**src/rtl/pc_sequencer.sv**
```systemverilog
// Next-PC controller for the MIPS fetch stage: fetch handshake, stall hold, prioritised redirects.
// Optional exception/eret support is enabled by defining PC_SEQ_EXC_EN.
module pc_sequencer #(
  parameter logic [31:0] EXC_VECTOR = 32'h0000_0080,
  parameter int unsigned CNT_W      = 16
) (
  input  logic             clk,
  input  logic             reset,
  input  logic [31:0]      pc_cur,
  input  logic             imem_ready,
  input  logic             stall,
  input  logic             branch_taken,
  input  logic [31:0]      branch_target,
  input  logic             jump,
  input  logic [31:0]      jump_target,
  input  logic             exc_req,
  input  logic             eret,
  output logic [31:0]      pc_next,
  output logic             imem_req,
  output logic             if_valid,
  output logic             misalign_err,
  output logic [31:0]      epc,
  output logic [CNT_W-1:0] fetch_count
);

  typedef enum logic [1:0] {
    ST_BOOT  = 2'd0,
    ST_FETCH = 2'd1,
    ST_HOLD  = 2'd2
  } state_e;

  state_e           state_q, state_d;
  logic [CNT_W-1:0] cnt_q, cnt_d;
  logic             mis_q, mis_d;
  logic             redir;
  logic [31:0]      redir_tgt;
  logic             exc_take;
  logic             epc_cap;
  logic [31:0]      pc_inc;

  assign pc_inc = pc_cur + 32'd4;

`ifdef PC_SEQ_EXC_EN
  logic [31:0] epc_q;

  // Highest-priority redirect request and its target
  always_comb begin
    redir     = 1'b0;
    redir_tgt = 32'h0;
    exc_take  = 1'b0;
    if (exc_req) begin
      redir     = 1'b1;
      redir_tgt = EXC_VECTOR;
      exc_take  = 1'b1;
    end else if (eret) begin
      redir     = 1'b1;
      redir_tgt = epc_q;
    end else if (jump) begin
      redir     = 1'b1;
      redir_tgt = jump_target;
    end else if (branch_taken) begin
      redir     = 1'b1;
      redir_tgt = branch_target;
    end
  end

  always_ff @(posedge clk) begin
    if (reset) begin
      epc_q <= 32'h0;
    end else if (epc_cap) begin
      epc_q <= pc_cur;
    end
  end

  assign epc = epc_q;
`else
  logic unused_exc;

  // Exception inputs have no effect in this build
  always_comb begin
    redir     = 1'b0;
    redir_tgt = 32'h0;
    exc_take  = 1'b0;
    if (jump) begin
      redir     = 1'b1;
      redir_tgt = jump_target;
    end else if (branch_taken) begin
      redir     = 1'b1;
      redir_tgt = branch_target;
    end
  end

  assign unused_exc = ^{exc_req, eret, EXC_VECTOR, epc_cap, exc_take};
  assign epc        = 32'h0;
`endif

  // Next-state, next-PC and fetch-side outputs
  always_comb begin
    state_d  = state_q;
    cnt_d    = cnt_q;
    mis_d    = 1'b0;
    epc_cap  = 1'b0;
    pc_next  = 32'h0;
    imem_req = 1'b0;
    if_valid = 1'b0;
    if (!reset) begin
      case (state_q)
        ST_BOOT: begin
          state_d = ST_FETCH;
        end
        ST_FETCH: begin
          imem_req = 1'b1;
          if (redir) begin
            pc_next = {redir_tgt[31:2], 2'b00};
            mis_d   = |redir_tgt[1:0];
            epc_cap = exc_take;
            state_d = ST_FETCH;
          end else if (!imem_ready) begin
            pc_next = pc_cur;
          end else if (!stall) begin
            if_valid = 1'b1;
            pc_next  = pc_inc;
            cnt_d    = cnt_q + CNT_W'(1);
          end else begin
            if_valid = 1'b1;
            pc_next  = pc_cur;
            state_d  = ST_HOLD;
          end
        end
        ST_HOLD: begin
          if (redir) begin
            pc_next = {redir_tgt[31:2], 2'b00};
            mis_d   = |redir_tgt[1:0];
            epc_cap = exc_take;
            state_d = ST_FETCH;
          end else if (stall) begin
            if_valid = 1'b1;
            pc_next  = pc_cur;
          end else begin
            if_valid = 1'b1;
            pc_next  = pc_inc;
            cnt_d    = cnt_q + CNT_W'(1);
            state_d  = ST_FETCH;
          end
        end
        default: begin
          state_d = ST_BOOT;
        end
      endcase
    end
  end

  always_ff @(posedge clk) begin
    if (reset) begin
      state_q <= ST_BOOT;
      cnt_q   <= '0;
      mis_q   <= 1'b0;
    end else begin
      state_q <= state_d;
      cnt_q   <= cnt_d;
      mis_q   <= mis_d;
    end
  end

  assign misalign_err = mis_q;
  assign fetch_count  = cnt_q;

endmodule

```
**config.mk**
```make
export PLATFORM = sky130hd
export DESIGN_NAME = pc_sequencer
export DESIGN_NICKNAME = d
export VERILOG_FILES = /design/src/rtl/pc_sequencer.sv
export SDC_FILE = /design/constraint.sdc
export NUM_CORES = 1
export LEC_CHECK = 0
export CAP_MARGIN = 20
export CORE_MARGIN = 2
export CORE_UTILIZATION = 41
export CTS_CLUSTER_DIAMETER = 80
export DETAILED_ROUTE_END_ITERATION = 16
export PLACE_DENSITY = 0.89
export SYNTH_ARGS = -nofsm -noshare
export SYNTH_HDL_FRONTEND = slang
export SYNTH_SLANG_ARGS = --single-unit
```
**constraint.sdc**
```tcl
create_clock -name clk -period 6.4 [get_ports clk]
set_input_delay 1.28 -clock clk [delete_from_list [all_inputs] [get_ports clk]]
set_output_delay 1.28 -clock clk [all_outputs]
set_load 0.02 [all_outputs]
```
After elaboration in Yosys (flattened, before gate mapping)
Cells that the tools add are included.
W data, S select, Z words.

word-level totals
  register bits after elaboration = 19
  input bits = 104
  output and inout port bits = 83
  logic and storage cells = 50

cells by class
  $add $sub $neg = 2
  eq/ne operators = 8
  muxes and demuxes = 28
  bitwise gates (word level) = 2
  reductions and logical operators = 7

operators by type and width
  kind                     count
  $mux W32                 7
  $mux W16                 4
  $pmux W32 S2             1
  $add A32 B3 Y32 const B  1
  $pmux W16 S2             1
  $add A16 B1 Y16 const B  1
  $mux W2                  5
  $ne A3 B3 Y1 const B     3
  $mux W1                  8
  $ne A2 B2 Y1 const B     3
  $pmux W2 S3              1
  $reduce_and A4 Y1        1
  $reduce_or A2 Y1         2
  $reduce_and A3 Y1        1
  $reduce_or A3 Y1         1
  $eq A2 B1 Y1 const B     1
  $eq A2 B2 Y1 const B     1
  $logic_not A2 Y1         1
  $not A1 Y1               2
  $pmux W1 S2              1
  $reduce_bool A2 Y1       1

Longest topological paths before layout
Gate-level depths: netlist (run 1).

  depth in word-level cells = 6
  mapped depth = 8
  depth with buffers taken out = 7

Worst setup path after synthesis (run 1)
OpenSTA, ideal clock, no wires.

  path type = input -> output
  start point = input stall
  end point = output pc_next[10]
  arrival = 3.133 ns
  data required time = 5.120 ns
  setup slack = 1.987 ns
  cell stages on the path = 5
  path buffers = 1
  cells stage by stage = clkbuf_1 and4b_1 nand3_1 mux2i_1 a2111oi_0

on the way
  longest elaborated chain between the ends = 5
  elaborated cells on any way between the ends = 6
  those cells by class = mux: 6

RTL lines
  item                line      text
  start: declaration  11        input logic stall,
  $mux W32 (*)        120, 136
  $mux W32            118       end else if (!imem_ready) begin
  $mux W32            113       if (redir) begin
  $pmux W32 S2 (*)    107       case (state_q)
  $mux W32 (*)        106       if (!reset) begin
  end: declaration    18        output logic [31:0] pc_next,

Mark *: on every way between the ends. The rest lies on a longest branch, timed or not.

Worst setup path after layout (run 1)
  start point = input stall
  end point = output pc_next[15]

The elaborated chain is that of the path after synthesis.

==> results_dict.tcl, run 1 <==
set metrics [dict create \
    run_status "finished clean" \
    maxClockFrequency_mhz 180 \
    via_count 3988 \
    period_share 0.870 \
    layout.nets 684 \
    power.ir.vdd_worst_mv 0.132 \
    max_slew.worst_pin.slew_ns 0.624 \
    synth.avg_cell_area_um2 6.75 \
    xor_and_xnor_fraction_of_the_mapped_netlist_area 0.0414 \
    pin_count_of_the_biggest_net_entering_global_routing 31 \
    floorplan.core_area_um2 6910 \
    synth-adder-area-share 0.0253 \
    dominant_combinational_cell_family_by_area_after_synthesis "simple AND/OR/NAND/NOR gates" \
    numCtsBuffers 3 \
    critPathMostFrequentCell "clkdlybuf4s50_1" \
    die_width_um 89.0 \
    post-dp-hpwl_um 9210 \
    cts.hold.buffers_added 0 \
    ys_seq_area_frac 0.128 \
    clock-sinks 19 \
    worst_path_max_fanout 11 \
    share_of_final_layout_standard_cells_stronger_than_drive_strength_1 0.0524 \
    groute.layer.met3.usage 0.0388 \
    critical_path.cell_chain "clkdlybuf4s50_1 -> and4b_1 -> nand3_4 -> or3_1 -> or4_1 -> a31oi_1 -> clkdlybuf4s50_1" \
    worstRegToRegCells 8 \
    endpoint_kind "output port" \
    clock_latency_ns 0.26 \
    wl_per_cell_um 18.1 \
    synth_async_sr_flop_share 0 \
    total_routing_resource_utilization_after_global_routing 0.290 \
    clock_tree.root_cell "clkbuf_8" \
    final_core_utilization 0.648 \
    post_cts_resize_count 0 \
    via_per_inst 5.96 \
    worst_setup_path_start_kind "input port" \
    synth-edff-count 0 \
    synth.yosys.warnings 0 \
    maxCapViolations 0 \
    cpLargestDelayFamily "simple AND/OR/NAND/NOR gates" \
    die-area_um2 7920 \
    critical_path_class "in -> out" \
    timing.rr.end "fetch_count[15]" \
    drt_pre_antenna_iters 5 \
    grt-busiest-layer "met2" \
    synth.mux.area_fraction 0.0207 \
    antenna-diode-count 0 \
    timing.final.crit_period_ns 5.57 \
    syn_to_final_growth_pct 51.0 \
    die_y_um 89.0 \
    cp.required_ns 5.12 \
    clock_skew_ns 0.00137 \
    n_fill_cell 600 \
    predominant_post_synthesis_flop_cell "dfxtp_1" \
    drt-initial-drc-count 261 \
    slew_headroom 0.580 \
    ys_ff_latch 19 \
    timing.critical_path.depth 7 \
    finalHoldViolations 0 \
    grt_pass1_wl_um 18400 \
    rows 30 \
    crit_path_max_incr_delay_ns 0.65 \
    groute.layer.met2.usage 0.527 \
    initial_antenna_violation_count 0 \
    port_buffers 152 \
    yosys.area_share.simple 0.346 \
    reg2reg_setup_slack_ns 3.74 \
    synth_area_um2 2960 \
    setup_total_negative_slack_ns 0 \
    yosys.cell_types.count 57 \
    drtAntennaViolNets 0 \
    timing.critical_path.slowest_stage_cell "clkdlybuf4s50_1" \
    cts.reportedPaths.clkPinSlew_ns 0.07 \
    top_ports 187 \
    worst_r2r_startpoint "state_q[0]" \
    number_of_cells_produced_by_synthesis 439 \
    power.density_cell_area_nw_per_um2 103 \
    start_util 0.429 \
    layout.area.seq_um2 380 \
    cts-root-to-sink-buffers 2 \
    hold_class "reg -> reg" \
    finalWeightedCongestion 0.881 \
    post-place-ws_ns 0.877 \
    cp_num_buf_inv 2 \
    drt_drc_violations_left 0 \
    rsz0062_at_grt "no" \
    timing.critical_path.to "pc_next[15]" \
    first_global_vias 3861 \
    cts.htree.levels 1 \
    grt.met1_usage 0.352 \
    finalMaxSlewViolations 0 \
    multi_input_area_um2 2270 \
    detail_route.wirelength_um 12100 \
    minimum_setup_slack_in_the_final_design_ns 0.829 \
    globalRouteOverflowTotal 0 \
    cp.arrival_ns 4.29 \
    final-setup-viol-count 0 \
    cts_post_setup_buffers_inserted 0 \
    cts_tree "built" \
    critPathLaunch "stall" \
    share_of_the_synthesized_area_in_compound_gates_ao_oa_aoi_oai 0.291 \
    timing.hold.worst.start "state_q[0]" \
    p_leak_nw 1.58 \
]
state kept, by name (all words and copies together) (netlist names):
name and count:
state_q 2, fetch_count 16, misalign_err 1
layer usage:
metal | wire, µm | up-vias
met3 | 1210 | 25
li1 | - | 1861
met1 | 4700 | 1854
met2 | 5920 | 248
met5 | 0 | -
met4 | 257 | 0
cell type report:
cell class | instances | share of cell area
multi-input cells | 375 | 0.507
flip-flops and latches | 19 | 0.0850
repair buffers | 166 | 0.364
well taps | 96 | 0.0268
inverters | 9 | 0.00755
clock inverters | 1 | 0.00112
clock buffers | 3 | 0.00923
logic make-up (layout without fill, tap and decap cells):
logic type      after synthesis  count (layout)
compound gates              127             127
xor+xnor                     14              14
fa+ha+maj                     6               6
buf+inv                      76             179
flops                        19              19
mux                           6               6
other cells                   1              32
simple gates                190             190
cells in the mapped netlist, types with 2 or more instances:
cell | count | area (µm²)
nor2_1 | 43 | 161
a311oi_1 | 4 | 35.0
or2_2 | 7 | 43.8
o22ai_1 | 17 | 106
nor3b_1 | 3 | 22.5
a31oi_1 | 4 | 25.0
clkbuf_1 | 27 | 101
and4b_1 | 3 | 30.0
nor3_1 | 24 | 120
buf_4 | 32 | 240
o21a_1 | 13 | 97.6
o2111ai_1 | 2 | 17.5
nor2b_1 | 6 | 37.5
o31ai_1 | 4 | 30.0
buf_6 | 2 | 22.5
o221ai_1 | 7 | 61.3
nand2b_1 | 6 | 37.5
nand3_1 | 16 | 80.1
nor4_1 | 8 | 50.1
a2111oi_0 | 3 | 26.3
xnor2_1 | 6 | 52.6
nand4_1 | 14 | 87.6
o211ai_1 | 3 | 22.5
dfxtp_1 | 19 | 380
or3_1 | 6 | 37.5
xor2_1 | 8 | 70.1
and2_1 | 4 | 25.0
buf_1 | 4 | 15.0
ha_1 | 6 | 75.1
nand2_1 | 25 | 93.8
a211oi_1 | 15 | 113
or4_1 | 5 | 37.5
inv_1 | 9 | 33.8
o311a_1 | 4 | 40.0
and3_1 | 9 | 56.3
a21oi_1 | 23 | 115
mux2i_1 | 5 | 50.1
o21ai_0 | 20 | 100
and4_1 | 5 | 43.8
stage by stage:
stage               hold slack, ns  std cells  cell area [µm²]  power, W
finish                       0.511        669             4470  0.000463
global route                 0.549        669             4470  0.000485
CTS                          0.511        669             4470  0.000457
detailed placement           0.502        665             4430  0.000372
global placement             0.485        665             4430  0.000369
floorplan                    0.476        470             3080  0.000267
worst min path at each step:
stage,end,slack (ns),cells after the start
global placement,fetch_count[9],0.49,2
floorplan,state_q[1],0.48,2
finish,state_q[0],0.51,2
global route,state_q[1],0.55,2
CTS,state_q[0],0.51,2
detailed placement,state_q[0],0.50,2
placed cells by master (no fill, tap or decap), drive strengths merged, types with 17 or more instances in the layout:
| cell type | netlist | layout |
|---|---|---|
| nor2 | 43 | 43 |
| a21oi | 23 | 23 |
| nand3 | 17 | 17 |
| clkdlybuf4s50 | 0 | 152 |
| dfxtp | 19 | 19 |
| o22ai | 17 | 17 |
| o21ai | 20 | 20 |
| nor3 | 24 | 24 |
| nand2 | 25 | 25 |
| conb | 1 | 32 |
worst reg2reg max path: cells and delay by family, from the launching register on:
| family | cells | cell delay, ns |
|---|---|---|
| and+or+nand+nor | 3 | 0.84 |
| adders and majority gates | 1 | 0.42 |
| buffers and inverters | 2 | 0.39 |
| DFF | 1 | 0.38 |
| AOI/OAI and AO/OA | 1 | 0.34 |
| xor gates and xnor gates | 1 | 0.17 |
report_power, final:
group          total [W]  internal [W]  switching [W]
Combinational   0.000252      0.000117       0.000135
Sequential      0.000123      0.000121     0.00000273
Clock          0.0000876     0.0000435      0.0000441
Total           0.000463      0.000281       0.000182
No activity file was read; power rests on OpenSTA's default activity.
==> run 2, diff against run 1 <==
--- a/config.mk
+++ b/config.mk
@@ -6,11 +6,13 @@
 export NUM_CORES = 1
 export LEC_CHECK = 0
 export CAP_MARGIN = 20
+export CELL_PAD_IN_SITES_DETAIL_PLACEMENT = 0
+export CELL_PAD_IN_SITES_GLOBAL_PLACEMENT = 1
 export CORE_MARGIN = 2
-export CORE_UTILIZATION = 41
+export CORE_UTILIZATION = 27
 export CTS_CLUSTER_DIAMETER = 80
 export DETAILED_ROUTE_END_ITERATION = 16
-export PLACE_DENSITY = 0.89
+export PLACE_DENSITY_LB_ADDON = 0.1
 export SYNTH_ARGS = -nofsm -noshare
 export SYNTH_HDL_FRONTEND = slang
 export SYNTH_SLANG_ARGS = --single-unit
==> run 2 against run 1 <==
Critical path depth unchanged. Fmax about the same. Clock skew increased by 0.0053 ns. Design area increased by 1.4%. Clock-buffer cell count unchanged. Combinational power about the same. Clock power decreased by 2.3%. Total power decreased by 0.42%. Worst setup slack improved by 0.0041 ns. Critical path type unchanged. Largest power group unchanged. Highest routed layer unchanged.
==> results_dict.tcl, run 2 (synthesized netlist as in run 1, its figures left out) <==
set metrics [dict create \
    run_status "finished clean" \
    max_slew.worst_pin.slew_ns 0.712 \
    cp.arrival_ns 4.29 \
    worstRegToRegCells 8 \
    timing.critical_path.slowest_stage_cell "clkdlybuf4s50_1" \
    top_ports 187 \
    slew_headroom 0.524 \
    power.density_cell_area_nw_per_um2 102 \
    first_global_vias 3727 \
    worst_hold_slack_ns 0.518 \
    initial_antenna_violation_count 0 \
    cp_num_buf_inv 2 \
    cts.htree.levels 1 \
    p_int_w 0.000281 \
    clock-sinks 19 \
    antenna-diode-count 0 \
    largest_reg_flops 16 \
    via_per_inst 5.32 \
    reg2reg_setup_slack_ns 4.12 \
    cts.hold.buffers_added 0 \
    maxClockFrequency_mhz 180 \
    pin_count_of_the_biggest_net_entering_global_routing 31 \
    finalHoldViolations 0 \
    rsz0062_at_grt "no" \
    via_count 3795 \
    comb_power_share 0.547 \
    drtAntennaViolNets 0 \
    clock_latency_ns 0.26 \
    cts.reportedPaths.clkPinSlew_ns 0.08 \
    p_clk_frac 0.186 \
    cts_post_setup_buffers_inserted 0 \
    p_sw_w 0.000180 \
    timing.hold.worst_path_depth 2 \
    p_leak_nw 1.59 \
    timing.final.crit_period_ns 5.57 \
    hold-path-endpoint "state_q[0]" \
    layout_commonest_cell "clkdlybuf4s50_1" \
    worst_r2r_startpoint "state_q[1]" \
    post-dp-hpwl_um 9620 \
    layout.nets 685 \
    rows 38 \
    crit_path_max_incr_delay_ns 0.64 \
    floorplan.core_area_um2 10800 \
    drt-initial-drc-count 136 \
    critical_path.cell_chain "clkdlybuf4s50_1 -> and4b_1 -> nand3_4 -> or3_1 -> or4_1 -> a31oi_1 -> clkdlybuf4s50_1" \
    p_sw_frac 0.390 \
    p_seq_frac 0.267 \
    finalWeightedCongestion 0.845 \
    critPathMostFrequentCell "clkdlybuf4s50_1" \
    cpLargestDelayFamily "simple AND/OR/NAND/NOR gates" \
    clock_skew_ns 0.00669 \
    worst_setup_path_start_kind "input port" \
    numCtsBuffers 3 \
    die_y_um 109 \
    cts_tree "built" \
    start_util 0.275 \
    clock_tree.root_cell "clkbuf_8" \
    critical_path_class "in -> out" \
    die-area_um2 11800 \
    power_w 0.000461 \
    share_of_final_layout_standard_cells_stronger_than_drive_strength_1 0.0540 \
    timing.rr.end "fetch_count[15]" \
    period_share 0.870 \
    endpoint_kind "output port" \
    wl_per_cell_um 17.6 \
    die_width_um 109 \
    port_buffers 152 \
    maxCapViolations 0 \
    globalRouteOverflowTotal 0 \
    power.ir.vdd_worst_mv 0.105 \
    post_cts_resize_count 0 \
    drt_pre_antenna_iters 4 \
    drt_drc_violations_left 0 \
    total_routing_resource_utilization_after_global_routing 0.203 \
    worst_path_max_fanout 11 \
    syn_to_final_growth_pct 53.1 \
    leading_cell_types_in_the_layout_fill_and_taps_excluded "152 x clkdlybuf4s50_1, 43 x nor2_1, 32 x conb_1" \
    finalMaxSlewViolations 0 \
    timing.critical_path.depth 7 \
    timing.hold.worst.start "state_q[0]" \
    setup_total_negative_slack_ns 0 \
    final_core_utilization 0.420 \
    detail_route.wirelength_um 12600 \
    cts-root-to-sink-buffers 2 \
    final-setup-viol-count 0 \
    grt_pass1_wl_um 19200 \
    cp.required_ns 5.12 \
    hold_class "reg -> reg" \
]
==> run 2: cell count changes in the layout (fill, tap and decap cells not counted), sizes merged <==
cell  change
buf       +1
==> run 2: how the worst max path moves through the flow <==
stage | from | to
3_3_place_gp | stall | pc_next[15]
5_1_grt | stall | pc_next[15]
4_1_cts | stall | pc_next[15]
2_1_floorplan | stall | pc_next[10]
3_5_place_dp | stall | pc_next[15]
6_report | stall | pc_next[15]
==> run 2: worst register-to-register path, delay by kind of cell (launching register included) <==
| family | cells | cell delay [ns] |
|---|---|---|
| adder cells (fa/ha/maj) | 1 | 0.19 |
| flip-flops | 1 | 0.38 |
| AO/OA/AOI/OAI | 1 | 0.35 |
| XOR/XNOR | 1 | 0.16 |
| buffers and inverters | 2 | 0.33 |
| AND/OR/NAND/NOR | 3 | 0.77 |
==> run 2: stage by stage <==
stage	cells	instance area, µm²	worst slack, ns
after floorplan	470	3080	1.99
after global placement	710	4490	0.879
after detailed placement	710	4490	0.859
after CTS	714	4540	0.850
after global routing	714	4540	0.792
final	714	4540	0.833
==> run 2: layer usage <==
metal  vias to the layer above  wire [µm]  global-route usage
li1                       1870          -                   -
met1                      1786       5370               0.258
met2                       131       6170               0.354
met3                         8        971              0.0400
met4                         0         76              0.0440
met5                         -          0                   0
==> run 2: power groups by stage <==
stage | logic, W | registers [W] | clock network [W]
final | 0.000252 | 0.000123 | 0.0000856
after global routing | 0.000274 | 0.000124 | 0.0000947
after CTS | 0.000253 | 0.000123 | 0.0000871
after detailed placement | 0.000252 | 0.000126 | 0
after global placement | 0.000250 | 0.000126 | 0
after floorplan | 0.000140 | 0.000127 | 0
==> run 2: cell type report <==
| type | instances | area [µm²] |
|---|---|---|
| clock buffers | 3 | 41.3 |
| clock inverters | 1 | 5.00 |
| fillers | 1172 | 6260 |
| inverters | 9 | 33.8 |
| multi-input cells | 375 | 2270 |
| flip-flops and latches | 19 | 380 |
| well taps | 140 | 175 |
| repair buffers | 167 | 1630 |
==> run 3, diff against run 2 <==
--- a/config.mk
+++ b/config.mk
@@ -8,7 +8,6 @@
 export CAP_MARGIN = 20
 export CELL_PAD_IN_SITES_DETAIL_PLACEMENT = 0
 export CELL_PAD_IN_SITES_GLOBAL_PLACEMENT = 1
-export CORE_MARGIN = 2
 export CORE_UTILIZATION = 27
 export CTS_CLUSTER_DIAMETER = 80
 export DETAILED_ROUTE_END_ITERATION = 16
==> run 3 against run 2 <==
Clock skew fell by 0.0034 ns. Fmax rose by 0.55%. Clock power fell by 0.8%. Sequential share of layout area barely moved. Critical path depth did not move. Sequential power barely moved. Hold slack got worse by 0.0055 ns. Global-route usage rose by 0.85 points. Wire length fell by 1.3%. Design area fell by 0.44%. Highest routed layer unchanged. Sequential cell count did not move.
==> results_dict.tcl, run 3 (synthesized netlist as in run 1, its figures left out) <==
set metrics [dict create \
    initial_antenna_violation_count 0 \
    die_width_um 107 \
    cts.htree.levels 1 \
    grt_pass1_wl_um 19300 \
    final_core_utilization 0.432 \
    cts.hold.buffers_added 0 \
    maxClockFrequency_mhz 181 \
    cp.required_ns 5.12 \
    rsz0062_at_grt "no" \
    worst_setup_path_start_kind "input port" \
    endpoint_kind "output port" \
    die-area_um2 11400 \
    finalWeightedCongestion 0.874 \
    start_util 0.283 \
    p_leak_nw 1.58 \
    power.density_cell_area_nw_per_um2 102 \
    finalHoldViolations 0 \
    first_global_vias 3640 \
    final-setup-viol-count 0 \
    antenna-diode-count 0 \
    post-dp-hpwl_um 9540 \
    cts-root-to-sink-buffers 2 \
    layout_commonest_cell "clkdlybuf4s50_1" \
    worst_path_max_fanout 11 \
    top_ports 187 \
    cp.arrival_ns 4.26 \
    worst_r2r_startpoint "state_q[1]" \
    floorplan.core_area_um2 10500 \
    setup_total_negative_slack_ns 0 \
    share_of_final_layout_standard_cells_stronger_than_drive_strength_1 0.0507 \
    post_cts_resize_count 0 \
    clock-sinks 19 \
    max_slew.worst_pin.slew_ns 0.799 \
    power_w 0.000459 \
    detail_route.wirelength_um 12400 \
    globalRouteOverflowTotal 0 \
    timing.rr.end "fetch_count[15]" \
    cts.reportedPaths.clkPinSlew_ns 0.08 \
    drtAntennaViolNets 0 \
    drt-initial-drc-count 178 \
    n_fill_cell 1138 \
    cts_tree "built" \
    timing.critical_path.to "pc_next[15]" \
    worstRegToRegCells 8 \
    total_routing_resource_utilization_after_global_routing 0.211 \
    run_status "finished clean" \
    clock_skew_ns 0.00325 \
    drt_pre_antenna_iters 4 \
    numCtsBuffers 3 \
    via_count 3784 \
    layout.nets 683 \
    largest_reg_flops 16 \
    slew_headroom 0.466 \
    pin_count_of_the_biggest_net_entering_global_routing 33 \
    critPathLaunch "stall" \
    critical_path_class "in -> out" \
    timing.final.crit_period_ns 5.54 \
    via_per_inst 5.34 \
    wl_per_cell_um 17.6 \
    clock_latency_ns 0.26 \
    port_buffers 152 \
    timing.hold.worst.start "state_q[1]" \
    cts_post_setup_buffers_inserted 0 \
    power.ir.vdd_worst_mv 0.139 \
    drt_drc_violations_left 0 \
    clock_tree.root_cell "clkbuf_8" \
    leading_cell_types_in_the_layout_fill_and_taps_excluded "152 x clkdlybuf4s50_1, 43 x nor2_1, 32 x conb_1" \
    hold_class "reg -> reg" \
    finalMaxSlewViolations 0 \
    syn_to_final_growth_pct 52.4 \
    rows 37 \
    reg2reg_setup_slack_ns 3.91 \
    die_y_um 107 \
    period_share 0.865 \
    maxCapViolations 0 \
]
==> run 3: how the worst min path moves through the flow <==
stage	to	slack [ns]	cells past startpoint
detailed placement	state_q[1]	0.50	2
global route	fetch_count[5]	0.55	2
floorplan	state_q[1]	0.48	2
global placement	fetch_count[9]	0.49	2
CTS	state_q[1]	0.52	2
finish	state_q[1]	0.51	2
==> run 3: report_power, final <==
| group | leakage [nW] | total (W) | switching [W] | internal, W |
|---|---|---|---|---|
| Combinational | 1.40 | 0.000251 | 0.000135 | 0.000116 |
| Clock | 0.0255 | 0.0000849 | 0.0000416 | 0.0000433 |
| Sequential | 0.154 | 0.000123 | 0.00000256 | 0.000121 |
==> run 3: layer usage <==
layer,vias to the layer above,GRT usage,wire (µm)
li1,1865,-,-
met1,1767,0.276,5610
met2,144,0.369,5840
met3,8,0.0292,855
met4,0,0.0440,121
met5,-,0,0
==> run 3: through the flow <==
| step | instances | cell area [µm²] | worst slack, ns | hold WS, ns |
|---|---|---|---|---|
| 2_1_floorplan | 470 | 3080 | 1.99 | 0.476 |
| 3_3_place_gp | 704 | 4470 | 0.897 | 0.492 |
| 3_5_place_dp | 704 | 4470 | 0.877 | 0.505 |
| 4_1_cts | 708 | 4520 | 0.871 | 0.516 |
| 5_1_grt | 708 | 4520 | 0.697 | 0.547 |
| 6_report | 708 | 4520 | 0.864 | 0.512 |
==> run 3: layout make-up <==
type                            count  area (µm²)  area share
Multi-Input combinational cell    375        2270       0.502
Clock inverter                      1        5.00     0.00111
Sequential cell                    19         380      0.0842
Inverter                            9        33.8     0.00748
Clock buffer                        3        41.3     0.00914
Timing Repair Buffer              165        1620       0.358
Tap cell                          136         170      0.0377
==> run 3: worst max-delay path, cell delays in order <==
cell             delay [ns]
clkdlybuf4s50_1        0.59
and4b_1                0.55
nand3_4                0.17
or3_1                  0.36
or4_1                  0.48
a31oi_1                0.18
clkdlybuf4s50_1        0.64
